[src/rtl/minmax_queue_pkg.sv]
// -----------------------------------------------------------------------------
// minmax_queue_pkg
//   Shared constants and helpers for the min/max priority queue.
//   MODE_MAX / MODE_MIN : values of the MINMAX_ parameter.
//   idx_width()         : width of a slot index for a given slot count.
// -----------------------------------------------------------------------------
package minmax_queue_pkg;

    localparam int MODE_MAX = 0;
    localparam int MODE_MIN = 1;

    // Slot index width; never collapses to zero bits.
    function automatic int idx_width(input int depth);
        return (depth > 1) ? $clog2(depth) : 1;
    endfunction

endpackage

[src/rtl/minmax_queue_select.sv]
// -----------------------------------------------------------------------------
// mmq_select
//   Combinational masked selector: finds the slot holding the largest key
//   (MINMAX_ = MODE_MAX) or the smallest key (MINMAX_ = MODE_MIN) among the
//   valid slots. Ties resolve to the lower slot index.
//
//   slot_valid [DEPTH]       in  per-slot valid bits
//   slot_key   [DEPTH][DATA] in  per-slot keys
//   win_idx    [IDX]         out index of the winning slot
//   win_found                out at least one slot is valid
// -----------------------------------------------------------------------------
module mmq_select
    import minmax_queue_pkg::*;
#(
    parameter int MINMAX_ = 0,
    parameter int DEPTH   = 8,
    parameter int DATA    = 8,
    localparam int IDX    = idx_width(DEPTH)
) (
    input  logic [DEPTH-1:0]           slot_valid,
    input  logic [DEPTH-1:0][DATA-1:0] slot_key,
    output logic [IDX-1:0]             win_idx,
    output logic                       win_found
);

    // The valid bit is folded in as the rank MSB so an empty slot can never
    // beat a real key: max ranks {valid,key}, min ranks {~valid,key}.
    function automatic logic [DATA:0] make_rank(input logic v, input logic [DATA-1:0] k);
        return (MINMAX_ == MODE_MIN) ? {~v, k} : {v, k};
    endfunction

    logic [DATA:0] best_rank;
    logic [DATA:0] cand_rank;

    // NOTE: every variable written in a combinational block gets a default at
    // the top, otherwise a path that skips the assignment infers a latch.
    always_comb begin
        win_idx   = '0;
        best_rank = make_rank(slot_valid[0], slot_key[0]);
        cand_rank = '0;
        for (int i = 1; i < DEPTH; i++) begin
            cand_rank = make_rank(slot_valid[i], slot_key[i]);
            // Strict compare: an equal rank keeps the earlier (lower) slot.
            if ((MINMAX_ == MODE_MIN) ? (cand_rank < best_rank)
                                      : (cand_rank > best_rank)) begin
                best_rank = cand_rank;
                win_idx   = IDX'(i);
            end
        end
    end

    assign win_found = |slot_valid;

endmodule

[src/rtl/minmax_queue.sv]
// -----------------------------------------------------------------------------
// minmax_queue
//   Priority buffer with valid/ready handshakes on both sides. Entries are
//   written into the lowest free slot; the head (max or min key, lowest slot
//   on ties) is presented combinationally from registered slot state.
//
//   clk                   in  clock
//   reset                 in  synchronous reset, active-high
//   flush                 in  synchronous clear of all entries
//   push_valid/push_ready in/out push handshake (push_ready = ~full)
//   push_key  [DATA]      in  key to insert
//   push_tag  [TAG]       in  payload to insert
//   pop_valid/pop_ready   out/in pop handshake (pop_valid = non-empty)
//   pop_key   [DATA]      out head key, 0 when empty
//   pop_tag   [TAG]       out head payload, 0 when empty
//   count     [CNT]       out number of valid entries
//   full / empty          out count == DEPTH / count == 0
// -----------------------------------------------------------------------------
module minmax_queue
    import minmax_queue_pkg::*;
#(
    parameter int MINMAX_ = 0,
    parameter int DEPTH   = 8,
    parameter int DATA    = 8,
    parameter int TAG     = 4,
    parameter int CNT     = $clog2(DEPTH + 1)
) (
    input  logic            clk,
    input  logic            reset,
    input  logic            flush,
    input  logic            push_valid,
    output logic            push_ready,
    input  logic [DATA-1:0] push_key,
    input  logic [TAG-1:0]  push_tag,
    output logic            pop_valid,
    input  logic            pop_ready,
    output logic [DATA-1:0] pop_key,
    output logic [TAG-1:0]  pop_tag,
    output logic [CNT-1:0]  count,
    output logic            full,
    output logic            empty
);

    localparam int IDX = idx_width(DEPTH);

    logic [DEPTH-1:0]           valid_q, valid_d;
    logic [DEPTH-1:0][DATA-1:0] key_q,   key_d;
    logic [DEPTH-1:0][TAG-1:0]  tag_q,   tag_d;
    logic [CNT-1:0]             count_q, count_d;

    logic [IDX-1:0] win_idx;
    logic           win_found;
    logic [IDX-1:0] free_idx;
    logic           free_found;
    logic           push_fire;
    logic           pop_fire;

    // Head selection over the registered slots only, so the pop port never
    // depends on a same-cycle push.
    mmq_select #(
        .MINMAX_ (MINMAX_),
        .DEPTH   (DEPTH),
        .DATA    (DATA)
    ) u_select (
        .slot_valid (valid_q),
        .slot_key   (key_q),
        .win_idx    (win_idx),
        .win_found  (win_found)
    );

    // Lowest free slot: scan from the top so the last hit is the lowest index.
    // Taken from pre-pop state, so a slot popped this cycle is not reused.
    always_comb begin
        free_idx   = '0;
        free_found = 1'b0;
        for (int i = DEPTH - 1; i >= 0; i--) begin
            if (!valid_q[i]) begin
                free_idx   = IDX'(i);
                free_found = 1'b1;
            end
        end
    end

    assign full       = (count_q == CNT'(DEPTH));
    assign empty      = (count_q == '0);
    assign count      = count_q;
    assign push_ready = ~full;
    assign pop_valid  = win_found;
    assign pop_key    = win_found ? key_q[win_idx] : '0;
    assign pop_tag    = win_found ? tag_q[win_idx] : '0;

    assign push_fire  = push_valid & push_ready;
    assign pop_fire   = pop_valid & pop_ready;

    always_comb begin
        valid_d = valid_q;
        key_d   = key_q;
        tag_d   = tag_q;
        count_d = count_q + CNT'(push_fire) - CNT'(pop_fire);

        if (pop_fire) begin
            valid_d[win_idx] = 1'b0;
        end
        if (push_fire && free_found) begin
            valid_d[free_idx] = 1'b1;
            key_d[free_idx]   = push_key;
            tag_d[free_idx]   = push_tag;
        end

        // Flush wins over push and pop; the concurrent push is dropped.
        if (flush) begin
            valid_d = '0;
            count_d = '0;
        end
    end

    // NOTE: sequential state is updated with non-blocking assignments so every
    // flop samples its pre-edge inputs regardless of statement order.
    always_ff @(posedge clk) begin
        if (reset) begin
            valid_q <= '0;
            count_q <= '0;
        end else begin
            valid_q <= valid_d;
            count_q <= count_d;
        end
    end

    // NOTE: key/tag storage has no reset; a slot's contents are only observed
    // while its valid bit is set, and the outputs are forced to 0 when empty.
    always_ff @(posedge clk) begin
        key_q <= key_d;
        tag_q <= tag_d;
    end

endmodule

[config.mk]
export PLATFORM = sky130hd
export DESIGN_NAME = minmax_queue
export DESIGN_NICKNAME = d
export VERILOG_FILES = /design/src/rtl/minmax_queue_pkg.sv /design/src/rtl/minmax_queue_select.sv /design/src/rtl/minmax_queue.sv
export SDC_FILE = /design/constraint.sdc
export NUM_CORES = 1
export LEC_CHECK = 0
export CAP_MARGIN = 10
export CORE_MARGIN = 8
export CORE_UTILIZATION = 60
export DETAILED_ROUTE_END_ITERATION = 6
export PLACE_DENSITY = 0.8
export SYNTH_ARGS = -nofsm -noshare
export SYNTH_HDL_FRONTEND = slang
export SYNTH_SLANG_ARGS = --single-unit
[constraint.sdc]
create_clock -name clk -period 38.6 [get_ports clk]
set_input_delay 3.86 -clock clk [delete_from_list [all_inputs] [get_ports clk]]
set_output_delay 3.86 -clock clk [all_outputs]
set_load 0.1 [all_outputs]
Word-level counts from Yosys, hierarchy flattened:

Index checks and enable logic that the tools add are counted.

* word-level logic and storage cells: 91
* output and inout port bits: 20
* flip-flop bits (word level): 108
* input bits: 17

* $lt $le $gt $ge: 11
* $add $sub $neg: 2
* bitwise gates (word level): 6
* reduce and logical (&&, ||, !) cells: 6
* muxes and demuxes: 47
* equal/unequal tests: 1

Operators with widths (count)
* $bwmux W64: 1
* $gt A9 B9 Y1: 7
* $mux W9: 6
* $mux W8: 5
* $mux W3: 12
* $bwmux W32: 1
* $bmux W8 S3: 1
* $demux W8 S3: 1
* $bmux W4 S3: 1
* $demux W4 S3: 1
* $mux W4: 3
* $mux W1: 11
* $and A8 B8 Y8: 1
* $lt A3 B4 Y1 const B: 2
* $not A8 Y8: 1
* $or A8 B8 Y8: 1
* $reduce_or A8 Y1: 1
* $demux W1 S3: 2
* $ge A3 B1 Y1 const B: 2
* $add A4 B1 Y4: 1
* $eq A4 B4 Y1 const B: 1
* $logic_not A4 Y1: 1
* $mux W2: 2
* $sub A4 B1 Y4: 1
* 4 further kinds: 7

Depth between registers and ports, before layout:

* depth in word-level cells: 23
* mapped depth: 81
* mapped depth without buffers: 73

Hierarchy:

From an unflattened synthesis, not the netlist that was laid out.

* cell total of the unflattened synthesis: 634
* area total of the unflattened synthesis: 7071.8 µm²

Modules (own cells, without submodules)
* minmax_queue: cells an instance 281, area each 4461.8 µm², times used 1
* mmq_select: cells an instance 353, area each 2610.0 µm², times used 1

Worst setup path after synthesis:

Ideal clock, no wire load.

* kind: register to output
* start: register valid_q[0]
* end: output pop_key[3]
* stages on the path, launching flop included: 80
* arrival time: 17.020 ns
* path slack: 17.720 ns
* cells stage by stage: dfxtp_1 clkbuf_1 inv_1 ha_1 nand4b_1 nor3_2 nor3_1 nor2_1 clkbuf_1 a21oi_1 ha_1 nor2b_1 o21ai_0 nand2b_1 a211o_1 o221a_1 nand2b_1 o31a_1 (+44 left out) o31ai_2 clkbuf_1 mux2_2 ha_1 nor2b_1 o21a_1 o21a_1 o21a_1 o21a_1 o21a_1 o21a_1 o31a_1 clkbuf_1 a31oi_1 nand2_4 buf_6 mux2i_1 a211oi_1

* word-level cells in the longest chain between the ends: 17
* elaborated cells between the ends (all ways): 24
* classes of those cells: order compare: 7; mux: 16; reduce/logical: 1

RTL lines
* from (decl): line minmax_queue.sv:46 `logic [DEPTH-1:0] valid_q, valid_d;`
* from (signal assigned): line minmax_queue.sv:124 `valid_q <= valid_d;`
* $gt A9 B9 Y1: line minmax_queue_select.sv:45 `: (cand_rank > best_rank)) begin`
* $mux W9: line minmax_queue_select.sv:44 `if ((MINMAX_ == MODE_MIN) ? (cand_rank < best_rank)`
* $gt A9 B9 Y1: line minmax_queue_select.sv:45
* $mux W9: line minmax_queue_select.sv:44
* $gt A9 B9 Y1: line minmax_queue_select.sv:45
* $mux W9: line minmax_queue_select.sv:44
* $gt A9 B9 Y1: line minmax_queue_select.sv:45
* $mux W9: line minmax_queue_select.sv:44
* $gt A9 B9 Y1: line minmax_queue_select.sv:45
* $mux W9: line minmax_queue_select.sv:44
* $gt A9 B9 Y1: line minmax_queue_select.sv:45
* $mux W9: line minmax_queue_select.sv:44
* $gt A9 B9 Y1: line minmax_queue_select.sv:45
* $mux W3: line minmax_queue_select.sv:44
* $bmux W8 S3: line minmax_queue.sv:89 `assign pop_key = win_found ? key_q[win_idx] : '0;`
* $mux W8 (implied by the code): line minmax_queue.sv:89
* $mux W8 (*): line minmax_queue.sv:89
* to (decl): line minmax_queue.sv:37 `output logic [DATA-1:0] pop_key,`

Mark *: on every way between the ends. The rest lies on a longest branch, timed or not. The select of a mux whose other input is x is not followed.

Final worst setup path:

* start: register valid_q[0]
* end: output pop_key[0]

The elaborated chain is that of the path after synthesis.

==> impl_metrics.toml <==
[detailed_routing]
drt_iter0_drc = 548
post-route-drc-count = 0
antenna_left = 0
vias_per_cell = 6.64
dr.pass1.iters = 6
route.detailed.wl_per_inst_microns = 23.4
drt_wl_total_microns = 20000
vias = 5679

[worst_setup_path]
cp.arrival_ps = 19160
critPathLaunch = "valid_q[0]$_SDFF_PP0_"
slowest_stage = "clkdlybuf4s50_1"
crit_top_cell = "o21a_1"
cp.required_ps = 34740
crit_type = "reg -> out"
reg2reg_slack_ps = 20970
crit_fanout = 26
start_kind = "flop"
slowest_delay_ps = 1210
reg2reg_from = "valid_q[0]$_SDFF_PP0_"
r2r_cells = 71
r2r_end = "valid_q[4]$_SDFF_PP0_"
cp-end-kind = "output port"

[layout]
syn2layout_area_growth_pct = 10.8
drive_above_1_share_pct = 11.6
num_antenna_cells = 0
nNetsFinal = 787

[yosys]
yosys_register_bits = 108
yosysTopAreaCell = "edfxtp_1"
synth_top_family_by_area = "compound AO/OA/AOI/OAI gates"
synth-edff-count = 96
yosysWarnings = 0
async_flop_share_pct = 0
synthAdderAreaFrac_pct = 12.1
synthesis.area_per_instance_sq_um = 10.7
muxShareOfSynthArea_pct = 7.56
synth_xor_xnor_area_share_pct = 0.366
yosysMostFrequentCell = "edfxtp_1"
syn-cell-area_sq_um = 7180
yosys.area_share.simple_pct = 11.2
synth-compound-area-share_pct = 19.8
synth_commonest_cells = "96 x edfxtp_1, 70 x inv_1, 66 x ha_1"
synth_top_area_share_pct = 40.1
synthesis.instances = 673
synth_nets = 757
ys_types = 69
synth_area_leaders = "edfxtp_1 40%, ha_1 11%, mux2i_1 3.9%, inv_1 3.7%, dfxtp_1 3.3%"
ys_seq_area_share_pct = 43.5
postSynth.topFlopCell = "edfxtp_1"

[clocking]
cts_setup_buffers = 0
cts_resized = 0
cts_sinks = 108
path_clk_slew_ps = 80
cts_tree = "yes"
cts_buffers = 9
clock_latency_ps = 360
cts-root-buf = "clkbuf_16"
htreeDepth = 3
cts_hold_buf = 0
clock_tree.buffer_depth = 2

[floorplanning]
fp.dieW_microns = 125
core_sq_um = 11900
rows = 40
io_pins = 37
dieArea_sq_um = 15700
start_util_pct = 60.6
die_y_microns = 125

[sta]
finClkSkew_ps = 11.3
worst_slew_pin_slew_ps = 1170
relSlewSlack_pct = 21.6
setup_viol = 0
hold_ws_ps = 600
max_freq_mhz = 43.4
drv_slew = 0
rsz0062_at_grt = "false"
period_share_pct = 59.6
tns_ps = 0
final.min_clock_period_ps = 23020
finalHoldViolCount = 0

[global_route]
grt.total_usage_pct = 25.4
grt_pass1_vias = 5612
grt_first_pass_wirelength_microns = 30900
grt_start_max_net_pins = 27
overflow = 0
antenna_found_initial = 0

[pwr]
powerDensity_nw_per_um2 = 59.2
ir_drop_uv = 42.9
leakagePower_uw = 0.00314

[hold_path]
whs_path_depth = 2
hold_path_end = "valid_q[7]$_SDFF_PP0_"
hold_path_class = "reg -> reg"
hold_start = "valid_q[7]$_SDFF_PP0_"

[placed_design]
io_buffers = 36
place_hpwl_microns = 15100
gp_congestion = 0.947

[run]
drv_cap = 0

[outcome]
status = "complete, no violations"
-- state kept, by name, indices dropped and copies added, names as in the netlist --
name	flops
key_q	64
tag_q	32
valid_q	8
count	4
-- metal layers --
metal	up-vias	share of wire [%]	global-route usage [%]
met5	-	0	0
met4	0	3.4	10.9
met3	56	9.0	5.18
met2	284	46	41.0
met1	2742	41	32.4
li1	2597	-	-
-- cell families (layout without fill, tap and decap cells) --
kind of cell | Yosys count | count (layout)
AOI/OAI and AO/OA | 193 | 193
and+or+nand+nor | 153 | 153
DFF | 108 | 108
buffers and inverters | 96 | 131
adders and majority gates | 69 | 69
muxes | 51 | 51
xor gates and xnor gates | 3 | 3
-- power by group --
part	internal (uW)	total, uW	switching [uW]	leakage, uW
logic	89.0	250	161	0.00203
clock network	45.4	91.5	46.1	0.000138
registers	129	130	1.15	0.000969
total	263	471	208	0.00314
-- placed cells by master (no fill, tap or decap), types with 12 or more instances in the layout --
cell             synthesis  final
edfxtp_1                96     96
clkdlybuf4s50_1          0     36
nand2_1                 26     26
and3_1                  14     14
o21ai_0                 29     29
mux2_2                  21     21
a21oi_1                 33     33
dfxtp_1                 12     12
mux2i_1                 28     28
nor2_1                  42     42
o21a_1                  20     20
inv_1                   70     70
nor3_1                  13     12
a211oi_2                14     14
ha_1                    66     66
a21boi_0                12     12
a2bb2oi_1               12     12
-- cell type report --
cell class,instances,area [sq um]
inverter,71,267
fill,891,3900
clock buffer,10,229
sequential,108,3120
timing repair buffer,44,420
clock inverter,6,56.3
multi-input combinational,469,3680
tap,147,184
-- critical path: cells and delay by family, from the launching register on --
kind,cells,cell delay (ps)
multiplexers,7,2400
adder cells (fa/ha/maj),7,2130
flip-flops,1,480
AND/OR/NAND/NOR,23,4590
AO/OA/AOI/OAI,28,6970
buffers and inverters,7,2160
-- how the worst max path moves through the flow --
stage / endpoint / slack [ps]
global placement: pop_key[3] / 16960
finish: pop_key[0] / 15580
CTS: pop_key[0] / 15770
floorplan: pop_key[3] / 17720
global route: pop_key[0] / 14390
detailed placement: pop_key[0] / 16230
-- metrics by stage --
step	instance area, sq um	power, uW	utilization, %	std cells	setup WS, ps
global route	7960	493	67.1	855	14390
detailed placement	7670	377	64.7	839	16230
global placement	7670	368	64.7	839	16960
floorplan	7180	327	-	673	17720
CTS	7960	468	67.1	855	15770
finish	7960	471	67.1	855	15580
Power figures use the tool's default switching activity.
